[src/rtl/irq_round_robin_sequencer.sv]
// Shares one interrupt line among NUM_SRC channels: rising-edge capture, round-robin grant, one-cycle ack pulse.
// Define IRQ_TIMEOUT_EN to add a WAIT_ACK timeout with a sticky timeout_flag.
module irq_round_robin_sequencer #(
  parameter int NUM_SRC        = 4,
  parameter int ID_WIDTH       = 2,
  parameter int TIMEOUT_CYCLES = 255,
  parameter int TO_WIDTH       = 8
) (
  input  logic                PCLK,
  input  logic                PRESETn,
  input  logic [NUM_SRC-1:0]  src_irq,
  input  logic                mask_we,
  input  logic [NUM_SRC-1:0]  mask_wdata,
  input  logic                ack_in,
  input  logic                tf_clr,
  output logic                irq_out,
  output logic [ID_WIDTH-1:0] irq_id,
  output logic [NUM_SRC-1:0]  ack_out,
  output logic [NUM_SRC-1:0]  pending,
  output logic [NUM_SRC-1:0]  mask,
  output logic                busy,
  output logic                timeout_flag
);

  // Handshake: irq_out/irq_id form a level request held until the CPU pulses ack_in
  // (or the optional timeout fires); ack_out then echoes a one-cycle pulse to the granted channel.
  typedef enum logic [1:0] {
    ST_IDLE     = 2'd0,
    ST_GRANT    = 2'd1,
    ST_WAIT_ACK = 2'd2,
    ST_RELEASE  = 2'd3
  } state_t;

  state_t              state_q;
  logic [NUM_SRC-1:0]  src_prev_q;
  logic [NUM_SRC-1:0]  pending_q;
  logic [NUM_SRC-1:0]  pending_d;
  logic [NUM_SRC-1:0]  mask_q;
  logic [NUM_SRC-1:0]  ack_out_q;
  logic [ID_WIDTH-1:0] rr_ptr_q;
  logic [ID_WIDTH-1:0] irq_id_q;
  logic                irq_out_q;

  logic [NUM_SRC-1:0]  rise;
  logic [NUM_SRC-1:0]  elig;
  logic [NUM_SRC-1:0]  id_onehot;
  logic [ID_WIDTH:0]   pick;
  logic [ID_WIDTH-1:0] rr_next;
  logic                ack_fire;
  logic                to_hit;

  // First set bit at or above ptr, wrapping; the downward loop leaves the nearest candidate last.
  function automatic logic [ID_WIDTH:0] rr_pick(input logic [NUM_SRC-1:0]  req,
                                                input logic [ID_WIDTH-1:0] ptr);
    logic [ID_WIDTH:0]   res;
    logic [ID_WIDTH-1:0] cand;
    int                  idx;
    res = '0;
    for (int k = NUM_SRC - 1; k >= 0; k--) begin
      idx = int'(ptr) + k;
      if (idx >= NUM_SRC) idx = idx - NUM_SRC;
      cand = ID_WIDTH'(idx);
      if (req[cand]) res = {1'b1, cand};
    end
    return res;
  endfunction

  always_comb begin
    rise      = src_irq & ~src_prev_q;
    elig      = pending_q & ~mask_q;
    pick      = rr_pick(elig, rr_ptr_q);
    id_onehot = NUM_SRC'(1) << irq_id_q;
    ack_fire  = (state_q == ST_WAIT_ACK) && ack_in;
    // A new edge in the ack cycle wins over the clear.
    pending_d = (pending_q & ~(ack_fire ? id_onehot : '0)) | rise;
    rr_next   = (irq_id_q == ID_WIDTH'(NUM_SRC - 1)) ? '0 : irq_id_q + ID_WIDTH'(1);
  end

`ifdef IRQ_TIMEOUT_EN
  logic [TO_WIDTH-1:0] to_cnt_q;
  logic                tf_q;

  assign to_hit = (state_q == ST_WAIT_ACK) && !ack_in &&
                  (to_cnt_q == TO_WIDTH'(TIMEOUT_CYCLES - 1));

  always_ff @(posedge PCLK or negedge PRESETn) begin
    if (!PRESETn) begin
      to_cnt_q <= '0;
      tf_q     <= 1'b0;
    end else begin
      if (state_q == ST_GRANT) to_cnt_q <= '0;
      else if (state_q == ST_WAIT_ACK) to_cnt_q <= to_cnt_q + TO_WIDTH'(1);
      if (to_hit) tf_q <= 1'b1;
      else if (tf_clr) tf_q <= 1'b0;
    end
  end

  assign timeout_flag = tf_q;
`else
  localparam int unused_to_cfg = TIMEOUT_CYCLES + TO_WIDTH;
  logic unused_tf_clr;
  assign unused_tf_clr = tf_clr;
  assign to_hit        = 1'b0;
  assign timeout_flag  = 1'b0;
`endif

  always_ff @(posedge PCLK or negedge PRESETn) begin
    if (!PRESETn) begin
      state_q    <= ST_IDLE;
      src_prev_q <= '0;
      pending_q  <= '0;
      mask_q     <= '0;
      ack_out_q  <= '0;
      rr_ptr_q   <= '0;
      irq_id_q   <= '0;
      irq_out_q  <= 1'b0;
    end else begin
      src_prev_q <= src_irq;
      pending_q  <= pending_d;
      ack_out_q  <= '0;
      if (mask_we) mask_q <= mask_wdata;
      case (state_q)
        ST_IDLE: begin
          if (pick[ID_WIDTH]) begin
            irq_id_q <= pick[ID_WIDTH-1:0];
            state_q  <= ST_GRANT;
          end
        end
        ST_GRANT: begin
          irq_out_q <= 1'b1;
          state_q   <= ST_WAIT_ACK;
        end
        ST_WAIT_ACK: begin
          if (ack_in) begin
            irq_out_q <= 1'b0;
            ack_out_q <= id_onehot;
            rr_ptr_q  <= rr_next;
            state_q   <= ST_RELEASE;
          end else if (to_hit) begin
            irq_out_q <= 1'b0;
            rr_ptr_q  <= rr_next;
            state_q   <= ST_RELEASE;
          end
        end
        ST_RELEASE: begin
          irq_out_q <= 1'b0;
          state_q   <= ST_IDLE;
        end
        default: begin
          irq_out_q <= 1'b0;
          state_q   <= ST_IDLE;
        end
      endcase
    end
  end

  assign irq_out = irq_out_q;
  assign irq_id  = irq_id_q;
  assign ack_out = ack_out_q;
  assign pending = pending_q;
  assign mask    = mask_q;
  assign busy    = (state_q != ST_IDLE);

endmodule

[config.mk]
export PLATFORM = sky130hd
export DESIGN_NAME = irq_round_robin_sequencer
export DESIGN_NICKNAME = d
export VERILOG_FILES = /design/src/rtl/irq_round_robin_sequencer.sv
export SDC_FILE = /design/constraint.sdc
export NUM_CORES = 1
export LEC_CHECK = 0
export ABC_AREA = 0
export BUFFER_PORTS_ARGS = -buffer_cell sky130_fd_sc_hd__buf_4
export CORE_MARGIN = 4
export CORE_UTILIZATION = 50
export CTS_CLUSTER_SIZE = 24
export DETAILED_ROUTE_END_ITERATION = 8
export GPL_TIMING_DRIVEN = 0
export PLACE_DENSITY = 0.77
export SKIP_LAST_GASP = 1
export SYNTH_ARGS = -nofsm -noshare
export SYNTH_HDL_FRONTEND = slang
export SYNTH_SLANG_ARGS = --single-unit
[constraint.sdc]
create_clock -name PCLK -period 1.6 [get_ports PCLK]
set_input_delay 0.32 -clock PCLK [delete_from_list [all_inputs] [get_ports PCLK]]
set_output_delay 0.32 -clock PCLK [all_outputs]
set_load 0.05 [all_outputs]
==> metrics.txt <==
CTS root buf=clkbuf_4; iteration count of the initial detailed-routing pass=3; port bufs=27; flops & latches, synth=23; # diodes=0; HPWL after detailed placement=1.58 mm; Clock Skew=0.00976 ns; crit end category=primary output; Routed WL per cell=13.3 microns; Hold Crit Class=input port to flip-flop; fillcell total=147; Post-Syn Area=1070 sq um; Yosys warnings=0; VDD IR max=1.12 mV; final WL=1.98 mm; Max-Cap Viols=0; Psw=1.10 mW; critical path arrival=1.20 ns; CTS Buf Count=3; initial antenna violation count=0; unrepaired setup endpoints after global routing=false; via/cell ratio=4.97; fin crit share=94.9%; Die Wd=54.4 microns; first-pass GRT wire length=3.12 mm; setup_tns=0 ns; Max clock buf depth=2; outcome=finished clean; I/O Pins=30; Placed Instances=143; Pwr Total=2.46 mW; Yosys cell types=27; CORE AREA=2000 sq um; total die area=2960 sq um; Startpoint Class=flip-flop; met1 usage=18.1%; Finished Layout Cells=149; gr usage total=14.9%; # rows=16; GR Util met2=25.1%; vias in the first global route=760; most used flip-flop cell after synthesis=dfrtp_1; clock-pin slew on the worst setup and hold paths=0.12 ns; Crit Path Max Fanout=5; part of the power in registers=36.4%; initial core utilization=53.7%; register area=581 sq um; Final nets=144; cells after synthesis=89; Routability Congestion=0.756; chip height=54.4 microns; clock share of power=10.7%; Pint=1.36 mW; share of cells above drive strength 1=41.0%; largest net degree at the start of global routing=24; Final Max Tran Viols=0; Final Hold Fails=0; Synth area leader=dfrtp_1; synth cell count leaders=dfrtp_1 (23), inv_1 (14), ha_1 (8); CTS tree=yes; total number of vias=741; Synth Net Count=110; average size of a mapped cell=12.1 sq um; multi-input gate area in the final layout=454 sq um; fmax=659 MHz; global-route met3 utilization=3.27%; switch share=44.6%; cell with the most instances after synthesis=dfrtp_1; Final Core Density=68.9%; area grow syn2layout=28.3%; sequential element share of the synthesized area=53.6%; number of synthesized flops with an enable pin=0; asr flop ratio synth=100%; Crit path required time=1.28 ns; gr ovfl total=0; WS Path Type=flip-flop to primary output; minimum clock period=1.52 ns; largest cells by area after synthesis=dfrtp_1 (54%), ha_1 (9.3%), inv_1 (4.9%); H-tree depth=1; gr busiest metal=met2; DR iter-0 viols=8; Comb power frac=53.0%; final setup vio count=0; share of the synthesized area in the top cell type=53.6%; number of remaining DRC errors=0; P_leak=0.732 nW; antenna viol nets, final=0; # clock sinks=23; clk_lat worst skew=0.31 ns; PwrDens=1780 nW/um^2
## state kept, by name, indices dropped and copies added (netlist names)
name / count
pending: 4
state_q: 2
rr_ptr_q: 2
ack_out: 4
irq_out: 1
mask: 4
irq_id: 2
src_prev_q: 4
## placed cells by master, fill, tap and decap left out, drive strengths merged
master	count
ha	8
and2b	1
o31ai	2
nor4bb	1
nor2b	4
nand2	3
a22o	1
a21o	1
o21ai	2
inv	14
buf	29
o22ai	5
dlygate4sd3	1
a2bb2oi	1
clkbuf	4
dfrtp	23
nand2b	3
mux2	6
conb	1
nor2	3
and3	4
a21oi	3
o221ai	2
## power by group through the flow
stage	sequential (mW)	clock, mW	combinational, mW
2_1_floorplan	1.20	0	0.581
3_3_place_gp	0.891	0	1.20
3_5_place_dp	0.901	0	1.23
4_1_cts	0.892	0.266	1.27
5_1_grt	0.914	0.297	1.41
6_report	0.895	0.263	1.30
## logic make-up (layout without fill, tap and decap cells)
logic type | after synthesis | count (layout) | share of synthesized area (%)
compound gates | 17 | 17 | 10.9
other cells | 1 | 1 | 0.349
buf+inv | 15 | 48 | 5.59
flops | 23 | 23 | 53.6
mux | 6 | 6 | 6.63
simple gates | 19 | 19 | 13.6
fa+ha+maj | 8 | 8 | 9.31
## timing repair
action,CTS,global route
resized for setup,3,4
setup buffers,0,1
endpoints found under the hold margin,23,0
gates cloned,0,0
hold buffers,1,0
pin swaps,0,0
endpoints found under the setup margin,1,2
## final timing paths
check | startpoint | endpoint | slack, ns | cells past startpoint
min reg2reg | src_prev_q[3] | pending[3] | 0.43 | 1
min in group asynchronous | PRESETn | rr_ptr_q[0] | 0.42 | 2
min | src_irq[2] | src_prev_q[2] | 0.12 | 1
max in group asynchronous | PRESETn | mask[0] | 0.93 | 2
max reg2reg | pending[3] | state_q[1] | 0.12 | 4
max | state_q[0] | busy | 0.08 | 4
## metrics by stage
stage	setup WS (ns)	cell area (sq um)	hold WS (ns)
floorplan	0.00580	1080	0.0244
CTS	0.0100	1370	0.112
global placement	0.105	1320	0.224
global route	0.0178	1380	0.0991
detailed placement	0.0984	1320	0.230
finish	0.0815	1380	0.118
## cell type report
cell class / instances / share of cell area, %
tap: 27 / 2.45
clock buffer: 4 / 1.91
multi-input combinational: 51 / 32.9
timing repair buffer: 29 / 16.2
inverter: 14 / 3.81
buffer: 1 / 0.544
sequential: 23 / 42.1
## worst max-delay path: stages (launching register included)
cell and delay (ns):
dfrtp_1 0.43, inv_2 0.11, ha_4 0.17, inv_2 0.04, buf_6 0.14
## per-layer routing
| layer | up-vias | wire length, microns |
|---|---|---|
| li1 | 362 | - |
| met5 | - | 0 |
| met2 | 22 | 998 |
| met1 | 357 | 858 |
| met4 | 0 | 0 |
| met3 | 0 | 119 |
Power figures use the tool's default switching activity.
